==> src/rtl/alu_seq_pkg.sv <==
// Shared definitions for alu_seq: FSM states, ALU operation codes,
// flag bit positions and opcode-class helpers.
package alu_seq_pkg;

   typedef enum logic [2:0] {
      OPC,
      MODRM,
      IMM_LO,
      IMM_HI,
      EXEC,
      WB
   } state_t;

   typedef enum logic [2:0] {
      ALU_ADD,
      ALU_OR,
      ALU_ADC,
      ALU_SBB,
      ALU_AND,
      ALU_SUB,
      ALU_XOR,
      ALU_CMP
   } alumode_t;

   localparam int unsigned FLAG_C = 0;
   localparam int unsigned FLAG_P = 2;
   localparam int unsigned FLAG_A = 4;
   localparam int unsigned FLAG_Z = 6;
   localparam int unsigned FLAG_S = 7;
   localparam int unsigned FLAG_O = 11;

   // 00mmmfff with form fff in 0..5: the eight classic two-operand ALU ops
   function automatic logic is_alu_opc(input logic [7:0] op);
      return (op[7:6] == 2'b00) && (op[2:0] < 3'd6);
   endfunction

   // 80..83: immediate group, operation taken from the ModRM reg field
   function automatic logic is_grp1_opc(input logic [7:0] op);
      return op[7:2] == 6'b100000;
   endfunction

endpackage

==> src/rtl/alu_seq_alu.sv <==
// alu: combinational 8/16-bit ALU; rewrites C,P,A,Z,S,O and passes the
// remaining flag bits through unchanged.
module alu
   import alu_seq_pkg::*;
(
   input  alumode_t    mode,
   input  logic        size,
   input  logic [15:0] a,
   input  logic [15:0] b,
   input  logic [11:0] flags_in,
   output logic [15:0] result,
   output logic [11:0] flags_out
);

   logic [15:0] am;
   logic [15:0] bm;
   logic [16:0] sum;
   logic [15:0] ov_vec;
   logic        arith;
   logic        sub;

   always_comb begin
      am    = size ? a : {8'h00, a[7:0]};
      bm    = size ? b : {8'h00, b[7:0]};
      sum   = '0;
      arith = 1'b1;
      sub   = 1'b0;
      // byte operands are zero-extended, so bit 8 carries the byte carry/borrow
      case (mode)
         ALU_ADD: sum = {1'b0, am} + {1'b0, bm};
         ALU_ADC: sum = {1'b0, am} + {1'b0, bm} + {16'h0000, flags_in[FLAG_C]};
         ALU_SBB: begin
            sum = {1'b0, am} - {1'b0, bm} - {16'h0000, flags_in[FLAG_C]};
            sub = 1'b1;
         end
         ALU_SUB, ALU_CMP: begin
            sum = {1'b0, am} - {1'b0, bm};
            sub = 1'b1;
         end
         ALU_OR: begin
            sum   = {1'b0, am | bm};
            arith = 1'b0;
         end
         ALU_AND: begin
            sum   = {1'b0, am & bm};
            arith = 1'b0;
         end
         ALU_XOR: begin
            sum   = {1'b0, am ^ bm};
            arith = 1'b0;
         end
         default: sum = '0;
      endcase

      result = size ? sum[15:0] : {8'h00, sum[7:0]};
      ov_vec = sub ? ((am ^ bm) & (am ^ result)) : (~(am ^ bm) & (am ^ result));

      flags_out         = flags_in;
      flags_out[FLAG_C] = arith & (size ? sum[16] : sum[8]);
      flags_out[FLAG_P] = ~^result[7:0];
      flags_out[FLAG_A] = arith & (am[4] ^ bm[4] ^ result[4]);
      flags_out[FLAG_Z] = size ? (result == 16'h0000) : (result[7:0] == 8'h00);
      flags_out[FLAG_S] = size ? result[15] : result[7];
      flags_out[FLAG_O] = arith & (size ? ov_vec[15] : ov_vec[7]);
   end

endmodule

==> src/rtl/alu_seq.sv <==
// alu_seq: byte-stream sequencer for x86-style two-operand ALU instructions.
// Define ALU_SEQ_GRP1_EN to support the 80..83 immediate group.
module alu_seq
   import alu_seq_pkg::*;
#(
   parameter logic [11:0] RESET_FLAGS = 12'h002
)(
   input  logic        clock,
   input  logic        reset,
   input  logic [7:0]  in_data,
   input  logic        in_valid,
   output logic        in_ready,
   output logic        wb_valid,
   output logic [2:0]  wb_reg,
   output logic        wb_size,
   output logic [15:0] wb_data,
   output logic [11:0] flags_q,
   output logic        done,
   output logic        err,
   input  logic [2:0]  dbg_sel,
   output logic [15:0] dbg_data
);

   state_t      state;
   state_t      next_state;
   logic [15:0] regs [8];
   logic [11:0] flags_r;

   alumode_t    op_mode;
   logic        op_size;
   logic        op_dir;
   logic        op_imm;
   logic        op_sext;
   logic        op_grp;
   logic [2:0]  op_dst;
   logic [2:0]  op_src;
   logic [15:0] op_imm_val;

   logic [15:0] res_q;
   logic [11:0] rflags_q;
   logic        err_q;

   logic        accept;
   logic        fault;
   logic        dec_alu;
   logic        dec_grp;
   logic [15:0] opa;
   logic [15:0] opb;
   logic [15:0] alu_res;
   logic [11:0] alu_flags;

   assign accept  = in_valid & in_ready;
   assign dec_alu = is_alu_opc(in_data);
`ifdef ALU_SEQ_GRP1_EN
   assign dec_grp = is_grp1_opc(in_data);
`else
   assign dec_grp = 1'b0;
`endif

   always_ff @(posedge clock or posedge reset) begin
      if (reset) state <= OPC;
      else       state <= next_state;
   end

   always_comb begin
      next_state = state;
      fault      = 1'b0;
      case (state)
         OPC: if (accept) begin
            if (dec_grp)      next_state = MODRM;
            else if (dec_alu) next_state = in_data[2] ? IMM_LO : MODRM;
            else              fault      = 1'b1;
         end
         MODRM: if (accept) begin
            if (in_data[7:6] != 2'b11) begin
               next_state = OPC;
               fault      = 1'b1;
            end else begin
               next_state = op_grp ? IMM_LO : EXEC;
            end
         end
         IMM_LO:  if (accept) next_state = (op_size & ~op_sext) ? IMM_HI : EXEC;
         IMM_HI:  if (accept) next_state = EXEC;
         EXEC:    next_state = WB;
         WB:      next_state = OPC;
         default: next_state = OPC;
      endcase
   end

   always_comb begin
      in_ready = 1'b0;
      wb_valid = 1'b0;
      done     = 1'b0;
      case (state)
         OPC, MODRM, IMM_LO, IMM_HI: in_ready = 1'b1;
         WB: begin
            done     = 1'b1;
            wb_valid = (op_mode != ALU_CMP);
         end
         default: ;
      endcase
   end

   function automatic logic [15:0] pick(input logic [15:0] w, input logic hi, input logic sz);
      if (sz)      return w;
      else if (hi) return {8'h00, w[15:8]};
      else         return {8'h00, w[7:0]};
   endfunction

   // byte encodings 4..7 select the high half of registers 0..3
   assign opa = pick(regs[op_size ? op_dst : {1'b0, op_dst[1:0]}], op_dst[2], op_size);
   assign opb = op_imm ? op_imm_val
                       : pick(regs[op_size ? op_src : {1'b0, op_src[1:0]}], op_src[2], op_size);

   alu u_alu (
      .mode      (op_mode),
      .size      (op_size),
      .a         (opa),
      .b         (opb),
      .flags_in  (flags_r),
      .result    (alu_res),
      .flags_out (alu_flags)
   );

   always_ff @(posedge clock or posedge reset) begin
      if (reset) begin
         for (int unsigned i = 0; i < 8; i++) regs[i] <= '0;
         flags_r    <= RESET_FLAGS;
         op_mode    <= ALU_ADD;
         op_size    <= 1'b0;
         op_dir     <= 1'b0;
         op_imm     <= 1'b0;
         op_sext    <= 1'b0;
         op_grp     <= 1'b0;
         op_dst     <= '0;
         op_src     <= '0;
         op_imm_val <= '0;
         res_q      <= '0;
         rflags_q   <= '0;
         err_q      <= 1'b0;
      end else begin
         err_q <= fault;
         case (state)
            OPC: if (accept) begin
               op_grp  <= dec_grp;
               op_size <= in_data[0];
               op_dir  <= in_data[1];
               op_sext <= dec_grp & (in_data[1:0] == 2'b11);
               op_imm  <= dec_grp | in_data[2];
               op_mode <= alumode_t'(in_data[5:3]);
               op_dst  <= '0;
            end
            MODRM: if (accept) begin
               if (op_grp) begin
                  op_mode <= alumode_t'(in_data[5:3]);
                  op_dst  <= in_data[2:0];
               end else if (op_dir) begin
                  op_dst <= in_data[5:3];
                  op_src <= in_data[2:0];
               end else begin
                  op_dst <= in_data[2:0];
                  op_src <= in_data[5:3];
               end
            end
            IMM_LO: if (accept) op_imm_val <= {op_sext ? {8{in_data[7]}} : 8'h00, in_data};
            IMM_HI: if (accept) op_imm_val[15:8] <= in_data;
            EXEC: begin
               res_q    <= alu_res;
               rflags_q <= alu_flags;
            end
            WB: begin
               flags_r <= rflags_q;
               if (op_mode != ALU_CMP) begin
                  if (op_size)        regs[op_dst] <= res_q;
                  else if (op_dst[2]) regs[{1'b0, op_dst[1:0]}][15:8] <= res_q[7:0];
                  else                regs[{1'b0, op_dst[1:0]}][7:0]  <= res_q[7:0];
               end
            end
            default: ;
         endcase
      end
   end

   assign wb_reg   = op_dst;
   assign wb_size  = op_size;
   assign wb_data  = res_q;
   assign flags_q  = flags_r;
   assign err      = err_q;
   assign dbg_data = regs[dbg_sel];

endmodule

==> config.mk <==
export PLATFORM = sky130hd
export DESIGN_NAME = alu_seq
export DESIGN_NICKNAME = d
export VERILOG_FILES = /design/src/rtl/alu_seq_pkg.sv /design/src/rtl/alu_seq_alu.sv /design/src/rtl/alu_seq.sv
export SDC_FILE = /design/constraint.sdc
export NUM_CORES = 1
export LEC_CHECK = 0
export ABC_AREA = 1
export CAP_MARGIN = 30
export CORE_ASPECT_RATIO = 0.9
export CORE_MARGIN = 1
export CORE_UTILIZATION = 30
export DETAILED_ROUTE_END_ITERATION = 8
export PLACE_DENSITY = 0.47
export SYNTH_ARGS = -nofsm -noshare
export SYNTH_HDL_FRONTEND = slang
export SYNTH_SLANG_ARGS = --single-unit
==> constraint.sdc <==
create_clock -name clock -period 11.35 [get_ports clock]
set_input_delay 2.27 -clock clock [delete_from_list [all_inputs] [get_ports clock]]
set_output_delay 2.27 -clock clock [all_outputs]
set_load 0.02 [all_outputs]
==> results of run 1 <==
==> cell families after synthesis <==
kind of cell | Yosys count
simple gates | 892
compound gates | 694
buf+inv | 402
flops | 200
fa+ha+maj | 58
xor+xnor | 12
mux | 2
==> placed cells by master, fill, tap and decap left out, drive strengths merged, types with 9 or more instances in the layout <==
master,instances
clkbuf,18
buf,34
o21ai,389
o22ai,75
inv,285
a221oi,10
nor3,10
clkdlybuf4s50,64
nand2,563
a21oi,121
nand3,116
ha,56
nand4,16
a31oi,20
xor2,9
o211ai,20
dfrtp,199
nor2,176
==> worst max path at each step <==
stage | depth (start not counted) | start | slack (ns) | endpoint
final | 9 | dbg_sel[1] | 3.52 | dbg_data[8]
after global routing | 9 | dbg_sel[1] | 3.37 | dbg_data[8]
after CTS | 9 | dbg_sel[1] | 3.53 | dbg_data[8]
after detailed placement | 9 | dbg_sel[1] | 3.53 | dbg_data[8]
after global placement | 9 | dbg_sel[1] | 3.58 | dbg_data[8]
after floorplan | 1 | reset | 3.63 | err
==> area by class of cell <==
cell class / count / area (sq um)
fillers: 5424 / 32500
well taps: 671 / 840
inverters: 282 / 1070
clock buffers: 18 / 439
multi-input cells: 1658 / 8570
repair buffers: 98 / 948
flip-flops and latches: 200 / 5010
clock inverters: 14 / 151
==> through the flow <==
step,worst slack [ns],cells
finish,3.52,2941
global route,3.37,2941
CTS,3.53,2939
detailed placement,3.53,2907
global placement,3.58,2902
floorplan,3.63,2260
==> layer usage <==
metal	GRT usage, %	part of all wire [%]	vias to the layer above
li1	-	-	7550
met1	36.8	47	7750
met2	36.9	43	674
met3	3.39	7.0	87
met4	7.97	3.0	0
met5	0	0	-
==> critical path, delay by kind of cell <==
family                 cells  cell delay (ns)
AO/OA/AOI/OAI              3             0.72
buffers and inverters      4             2.45
AND/OR/NAND/NOR            2             0.11
==> impl_metrics.env, run 1 <==
export IMPL_io_pins=66
export IMPL_cts_made_buffers=17
export IMPL_status="finished, final reports clean"
export IMPL_path_cells="clkdlybuf4s50_1, buf_4, clkinv_1, a21oi_1, o21ai_0, nand2_1, nor2_1, a31oi_1, clkdlybuf4s50_1"
export IMPL_critPathKind="in2out"
export IMPL_crit_arrival_ns=5.56
export IMPL_period_share_pct=69.0
export IMPL_report_final_slew_viol_count=0
export IMPL_clock_sinks=200
export IMPL_slowest_stage="clkinv_1"
export IMPL_post_cts_buffers=0
export IMPL_worst_slew_pin_slew_ns=1.10
export IMPL_synth_compound_area_share_pct=25.6
export IMPL_synth_xor_area_share_pct=0.693
export IMPL_antenna_left=0
export IMPL_cp_max_fo=38
export IMPL_dr_pass1_iters=5
export IMPL_crit_path_end_kind="primary output"
export IMPL_min_from="flags_q[6]"
export IMPL_antenna_found_initial=0
export IMPL_reg2regPathDepth=25
export IMPL_synth_commonest_cells="nand2_1 (537), o21ai_0 (387), inv_1 (261)"
export IMPL_gr_total_overflow=0
export IMPL_gp_congestion=0.930
export IMPL_hpwl_microns=46800
export IMPL_yosysMostFrequentCell="nand2_1"
export IMPL_maxSlewHeadroom_pct=26.2
export IMPL_period_minus_slack_ns=7.83
export IMPL_hold_violations=0
export IMPL_max_stage_delay_ns=0.91
export IMPL_reg2reg_slack_ns=5.11
export IMPL_ys_ff_latch=200
export IMPL_placed_cell_area_sq_mm=0.0164
export IMPL_yosys_warnings=0
export IMPL_dieArea_sq_mm=0.0514
export IMPL_worst_path_most_repeated_cell="clkdlybuf4s50_1"
export IMPL_synth_top_area_cell="dfrtp_1"
export IMPL_fin_util_pct=34.4
export IMPL_synth_top_family_by_area="compound AO/OA/AOI/OAI gates"
export IMPL_synthCells=2260
export IMPL_clk_pin_slew_ns=0.08
export IMPL_grt_pass1_wl_microns=96200
export IMPL_layout_drive_gt1_share_pct=6.96
export IMPL_regMostFlops="regs"
export IMPL_nets=2329
export IMPL_drv_cap=0
export IMPL_grt_total_usage_pct=24.9
export IMPL_avgSynthCellArea_sq_um=6.71
export IMPL_num_vias=16061
export IMPL_synth_top_cell_area_share_pct=32.8
export IMPL_cts_tree="yes"
export IMPL_postCtsHoldBufs=0
export IMPL_synth_main_ff_cell="dfrtp_1"
export IMPL_syn_num_nets=2332
export IMPL_area_growth_pct=12.3
export IMPL_synthAdderAreaFrac_pct=4.88
export IMPL_die_w_microns=239
export IMPL_drc=0
export IMPL_post_drt_wl_per_cell_microns=21.7
export IMPL_detail_route_wirelength_microns=63900
export IMPL_die_h_microns=215
export IMPL_final_area_sq_mm=0.0170
export IMPL_synthSimpleGateAreaFrac_pct=25.1
export IMPL_grt_max_degree=80
export IMPL_num_rows=77
export IMPL_ys_top_cells_by_area="dfrtp_1 (33%), nand2_1 (13%), o21ai_0 (13%)"
export IMPL_clk_latency_ns=0.47
export IMPL_finalSetupTns_ns=0
export IMPL_start_kind="input port"
export IMPL_first_iter_violations=1721
export IMPL_setup_violations_final=0
export IMPL_min_path_type="reg2reg"
export IMPL_initial_core_util_pct=30.6
export IMPL_cts_buffer_depth=2
export IMPL_fmax_mhz=128
export IMPL_whs_path_depth=2
export IMPL_cts_htree_levels=4
export IMPL_cp_required_ns=9.08
export IMPL_ys_types=55
export IMPL_r2r_start="wb_reg[0]"
export IMPL_rr_endpoint="rflags_q[2]"
export IMPL_muxShareOfSynthArea_pct=0.149
export IMPL_holdPathEnd="flags_q[6]"
export IMPL_finalClockSkew_ns=0.0136
export IMPL_hold_ws_ns=0.474
export IMPL_synth_edf_count=0
export IMPL_synth_seq_area_share_pct=33.0
export IMPL_rsz0062_at_grt="false"
export IMPL_root_buffer="clkbuf_16"
export IMPL_grt_pass1_vias=14865
export IMPL_async_flop_share_pct=100
export IMPL_port_buffers=65
export IMPL_viasPerCell=5.46
export IMPL_largest_register_ffs=128
export IMPL_cts_repair_resized=0
export IMPL_num_antenna_cells=0
export IMPL_core_area_sq_mm=0.0495
export IMPL_synth_area_sq_mm=0.0152
Power of run 1 is left out: the tool's default activity adds up to more than one toggle a clock period on the data nets, which glitch-free logic cannot reach.
==> run 2: changes to the inputs <==
==> constraint.sdc (replaced) <==
create_clock -name clock -period 8.2 [get_ports clock]
set_input_delay 1.64 -clock clock [delete_from_list [all_inputs] [get_ports clock]]
set_output_delay 1.64 -clock clock [all_outputs]
set_load 0.02 [all_outputs]
==> impl_metrics.env, run 2 (synthesized netlist as in run 1, its figures left out) <==
export IMPL_worst_slew_pin_slew_ns=1.03
export IMPL_min_path_type="reg2reg"
export IMPL_period_share_pct=80.7
export IMPL_period_minus_slack_ns=6.62
export IMPL_cts_htree_levels=4
export IMPL_nets=2326
export IMPL_root_buffer="clkbuf_16"
export IMPL_dieArea_sq_mm=0.0514
export IMPL_met2_usage_pct=36.2
export IMPL_use_met1_pct=37.4
export IMPL_drv_cap=0
export IMPL_cp_max_fo=38
export IMPL_nFillCells=5434
export IMPL_finalSetupTns_ns=0
export IMPL_path_buf_inv=4
export IMPL_final_seq_area_sq_mm=0.00501
export IMPL_grt_pass1_vias=14897
export IMPL_critPathKind="in2out"
export IMPL_layout_commonest_cell="nand2_1"
export IMPL_setup_ws_ns=1.58
export IMPL_hold_violations=0
export IMPL_grt_max_degree=95
export IMPL_multiInputGateArea_sq_mm=0.00857
export IMPL_cp_required_ns=6.56
export IMPL_area_growth_pct=12.2
export IMPL_gp_congestion=0.917
export IMPL_detail_route_wirelength_microns=64500
export IMPL_num_antenna_cells=0
export IMPL_crit_family="buffers and inverters"
export IMPL_dp_cells=2906
export IMPL_io_pins=66
export IMPL_crit_arrival_ns=4.98
export IMPL_postCtsHoldBufs=0
export IMPL_die_w_microns=239
export IMPL_layout_common_cells="nand2_1 (537), o21ai_0 (387), inv_1 (260)"
export IMPL_layout_drive_gt1_share_pct=6.75
export IMPL_grt_pass1_wl_microns=96200
export IMPL_crit_path_end_kind="primary output"
export IMPL_first_iter_violations=2069
export IMPL_clk_pin_slew_ns=0.08
export IMPL_slowest_stage="clkinv_1"
export IMPL_die_h_microns=215
export IMPL_grt_busiest_layer="met1"
export IMPL_cts_tree="yes"
export IMPL_pre_cts_ws_ns=1.64
export IMPL_fmax_mhz=151
export IMPL_drc=0
export IMPL_cts_made_buffers=17
export IMPL_post_cts_buffers=0
export IMPL_cts_repair_resized=0
export IMPL_clk_latency_ns=0.47
export IMPL_placed_cell_area_sq_mm=0.0164
export IMPL_met3_usage_pct=4.24
export IMPL_core_area_sq_mm=0.0495
export IMPL_post_drt_wl_per_cell_microns=22.0
export IMPL_worst_path_most_repeated_cell="clkdlybuf4s50_1"
export IMPL_max_stage_delay_ns=0.97
export IMPL_instances_no_fill=2938
export IMPL_gr_total_overflow=0
export IMPL_status="finished, final reports clean"
export IMPL_initial_core_util_pct=30.6
export IMPL_regMostFlops="regs"
export IMPL_grt_total_usage_pct=25.0
export IMPL_rsz0062_at_grt="false"
export IMPL_maxSlewHeadroom_pct=30.9
export IMPL_antenna_left=0
export IMPL_port_buffers=65
export IMPL_hpwl_microns=47000
export IMPL_final_area_sq_mm=0.0170
export IMPL_start_kind="input port"
export IMPL_setup_violations_final=0
export IMPL_finalClockSkew_ns=0.0105
export IMPL_viasPerCell=5.47
export IMPL_num_vias=16081
export IMPL_path_cells="clkdlybuf4s50_1, buf_4, clkinv_1, a21oi_1, o21ai_0, a31oi_1, clkdlybuf4s50_1"
export IMPL_antenna_found_initial=1
export IMPL_cts_buffer_depth=2
export IMPL_clock_sinks=200
export IMPL_num_rows=77
export IMPL_largest_register_ffs=128
export IMPL_report_final_slew_viol_count=0
export IMPL_dr_pass1_iters=7
run 2: cell types whose count changed in the layout (fill, tap and decap cells not counted), moves of 2 or more:
cell / change
inv_8: -4
clkinvlp_4: -2
buf_8: -2
inv_6: +3
clkinv_4: +2
run 2: final timing paths:
kind	start	endpoint	slack [ns]	cells past startpoint
max	dbg_sel[1]	dbg_data[15]	1.58	7
min	flags_q[11]	flags_q[11]	0.48	2
max reg2reg	wb_reg[0]	rflags_q[2]	2.25	23
min reg2reg	flags_q[11]	flags_q[11]	0.48	2
max in group asynchronous	reset	regs[14]	5.13	3
min in group asynchronous	reset	regs[82]	1.68	2
run 2: worst register-to-register path, cell delays in order (launching register included):
cell       delay (ns)
dfrtp_1          0.42
inv_1            0.10
nand2_1          0.47
buf_4            0.38
o22ai_1          0.12
a221oi_1         0.55
nand2_1          0.24
nand3_1          0.26
inv_1            0.10
ha_1             0.57
nand3_2          0.14
nand2_1          0.14
nand2_1          0.10
nand2_2          0.13
nand2_2          0.09
nor3_4           0.26
xor2_1           0.10
nand2_1          0.07
o21ai_0          0.08
a2111oi_0        0.70
ha_1             0.37
xnor2_1          0.19
xnor2_1          0.14
o21ai_0          0.09
run 2: layout make-up:
cell class              instances  share of cell area, %
multi-input cells            1658                   50.4
inverters                     282                   6.31
clock buffers                  19                   2.60
clock inverters                13                  0.942
repair buffers                 95                   5.36
flip-flops and latches        200                   29.4
well taps                     671                   4.94
run 2: metrics by stage:
stage          util, %  hold slack (ns)
3_3_place_gp      33.0            0.462
3_5_place_dp      33.1            0.461
4_1_cts           34.3            0.480
6_report          34.3            0.480
2_1_floorplan        -            0.449
5_1_grt           34.3            0.510
run 2: per-layer routing:
metal | share of wire, % | wire (microns)
met1 | 48 | 30800
met3 | 7.9 | 5070
met2 | 42 | 26900
met4 | 2.8 | 1810
met5 | 0.016 | 10
Power of run 2 is left out for the same reason.
==> run 3: changes to the inputs <==
--- a/config.mk
+++ b/config.mk
@@ -11,7 +11,7 @@
 export CORE_MARGIN = 1
 export CORE_UTILIZATION = 30
 export DETAILED_ROUTE_END_ITERATION = 8
-export PLACE_DENSITY = 0.47
+export PLACE_DENSITY = 0.49
 export SYNTH_ARGS = -nofsm -noshare
 export SYNTH_HDL_FRONTEND = slang
 export SYNTH_SLANG_ARGS = --single-unit
==> constraint.sdc (replaced) <==
create_clock -name clock -period 5.6 [get_ports clock]
set_input_delay 1.12 -clock clock [delete_from_list [all_inputs] [get_ports clock]]
set_output_delay 1.12 -clock clock [all_outputs]
set_load 0.02 [all_outputs]
==> impl_metrics.env, run 3 (synthesized netlist as in run 1, its figures left out) <==
export IMPL_status="finished, final reports clean"
export IMPL_worst_slew_pin_slew_ns=1.09
export IMPL_layout_drive_gt1_share_pct=7.49
export IMPL_min_path_type="reg2reg"
export IMPL_hold_violations=0
export IMPL_r2r_start="wb_reg[0]"
export IMPL_grt_pass1_wl_microns=98300
export IMPL_root_buffer="clkbuf_16"
export IMPL_cts_tree="yes"
export IMPL_antenna_found_initial=0
export IMPL_cts_buffer_depth=2
export IMPL_layout_common_cells="nand2_1 (537), o21ai_0 (387), inv_1 (260)"
export IMPL_gr_total_overflow=0
export IMPL_num_antenna_cells=0
export IMPL_postCtsHoldBufs=0
export IMPL_finalClockSkew_ns=0.0167
export IMPL_gp_congestion=0.975
export IMPL_rsz0062_at_grt="false"
export IMPL_grt_total_usage_pct=25.6
export IMPL_maxSlewHeadroom_pct=25.4
export IMPL_dr_pass1_iters=6
export IMPL_drc=0
export IMPL_crit_arrival_ns=5.62
export IMPL_critPathKind="reg2reg"
export IMPL_cp_max_fo=10
export IMPL_cp_required_ns=5.90
export IMPL_report_final_slew_viol_count=0
export IMPL_cts_made_buffers=17
export IMPL_start_kind="flip-flop"
export IMPL_rr_endpoint="rflags_q[2]"
export IMPL_core_area_sq_mm=0.0495
export IMPL_nFillCells=5410
export IMPL_num_vias=16092
export IMPL_reg2regPathDepth=22
export IMPL_viasPerCell=5.45
export IMPL_dieArea_sq_mm=0.0514
export IMPL_dp_cells=2922
export IMPL_instances_no_fill=2954
export IMPL_area_growth_pct=13.2
export IMPL_grt_max_degree=161
export IMPL_finalSetupTns_ns=0
export IMPL_post_cts_buffers=0
export IMPL_grt_pass1_vias=14927
export IMPL_initial_core_util_pct=30.6
export IMPL_num_rows=77
export IMPL_antenna_left=0
export IMPL_min_from="flags_q[11]"
export IMPL_layout_commonest_cell="nand2_1"
export IMPL_clock_sinks=200
export IMPL_io_pins=66
export IMPL_cts_htree_levels=4
export IMPL_crit_path_end_kind="flip-flop"
export IMPL_die_w_microns=239
export IMPL_largest_register_ffs=128
export IMPL_period_share_pct=95.0
export IMPL_post_drt_wl_per_cell_microns=22.2
export IMPL_regMostFlops="regs"
export IMPL_hpwl_microns=49600
export IMPL_holdPathEnd="flags_q[11]"
export IMPL_setup_violations_final=0
export IMPL_final_seq_area_sq_mm=0.00501
export IMPL_clk_pin_slew_ns=0.08
export IMPL_detail_route_wirelength_microns=65500
export IMPL_period_minus_slack_ns=5.32
export IMPL_drv_cap=0
export IMPL_fmax_mhz=188
export IMPL_nets=2342
export IMPL_multiInputGateArea_sq_mm=0.00858
export IMPL_whs_path_depth=2
export IMPL_port_buffers=65
export IMPL_first_iter_violations=2137
export IMPL_die_h_microns=215
export IMPL_cts_repair_resized=0
export IMPL_reg2reg_slack_ns=0.28
export IMPL_clk_latency_ns=0.47
run 3: worst max-delay path by stage:
stage	cells after the start	slack, ns	from	end
6_report	22	0.28	wb_reg[0]	rflags_q[2]
5_1_grt	22	0.005	wb_reg[0]	rflags_q[2]
4_1_cts	22	0.31	wb_reg[0]	rflags_q[2]
3_5_place_dp	22	0.36	wb_reg[0]	rflags_q[2]
3_3_place_gp	24	0.48	wb_reg[0]	rflags_q[2]
2_1_floorplan	24	1.18	op_src[1]	rflags_q[2]
run 3: critical path: stages, from the launching register on:
cell and delay (ns):
dfrtp_1 0.41, inv_1 0.09, nand2_1 0.42, o22ai_1 0.13, a221oi_1 0.59, nand2_1 0.21, nand3_1 0.22, inv_1 0.09
ha_1 0.56, nand3_2 0.14, nand2_1 0.12, nand2_1 0.09, nand2_2 0.15, nand2_2 0.09, nor3_4 0.22, xor2_1 0.10
nand2_1 0.06, o21ai_0 0.11, a2111oi_1 0.58, ha_1 0.36, xnor2_1 0.19, xnor2_1 0.13, o21ai_0 0.08
run 3: final cells by class:
class | instances | share of cell area, %
multi-input cells | 1658 | 50.0
flip-flops and latches | 200 | 29.2
inverters | 282 | 6.23
repair buffers | 111 | 6.10
well taps | 671 | 4.89
clock buffers | 17 | 2.48
clock inverters | 15 | 1.18
run 3: layer usage:
metal	track usage (%)	up-vias	part of all wire [%]
li1	-	7556	-
met1	37.9	7677	47
met2	36.3	774	41
met3	5.79	85	9.0
met4	7.65	0	2.9
met5	0	-	0
run 3: stage by stage:
step	hold WS [ns]	area [sq um]	worst slack (ns)	utilization [%]
final	0.474	17200	0.282	34.7
after global routing	0.501	17200	0.00458	34.7
after CTS	0.479	17200	0.313	34.7
after detailed placement	0.458	16500	0.358	33.4
after global placement	0.456	16500	0.482	33.3
after floorplan	0.449	15200	1.18	-
Power of run 3 is left out for the same reason.
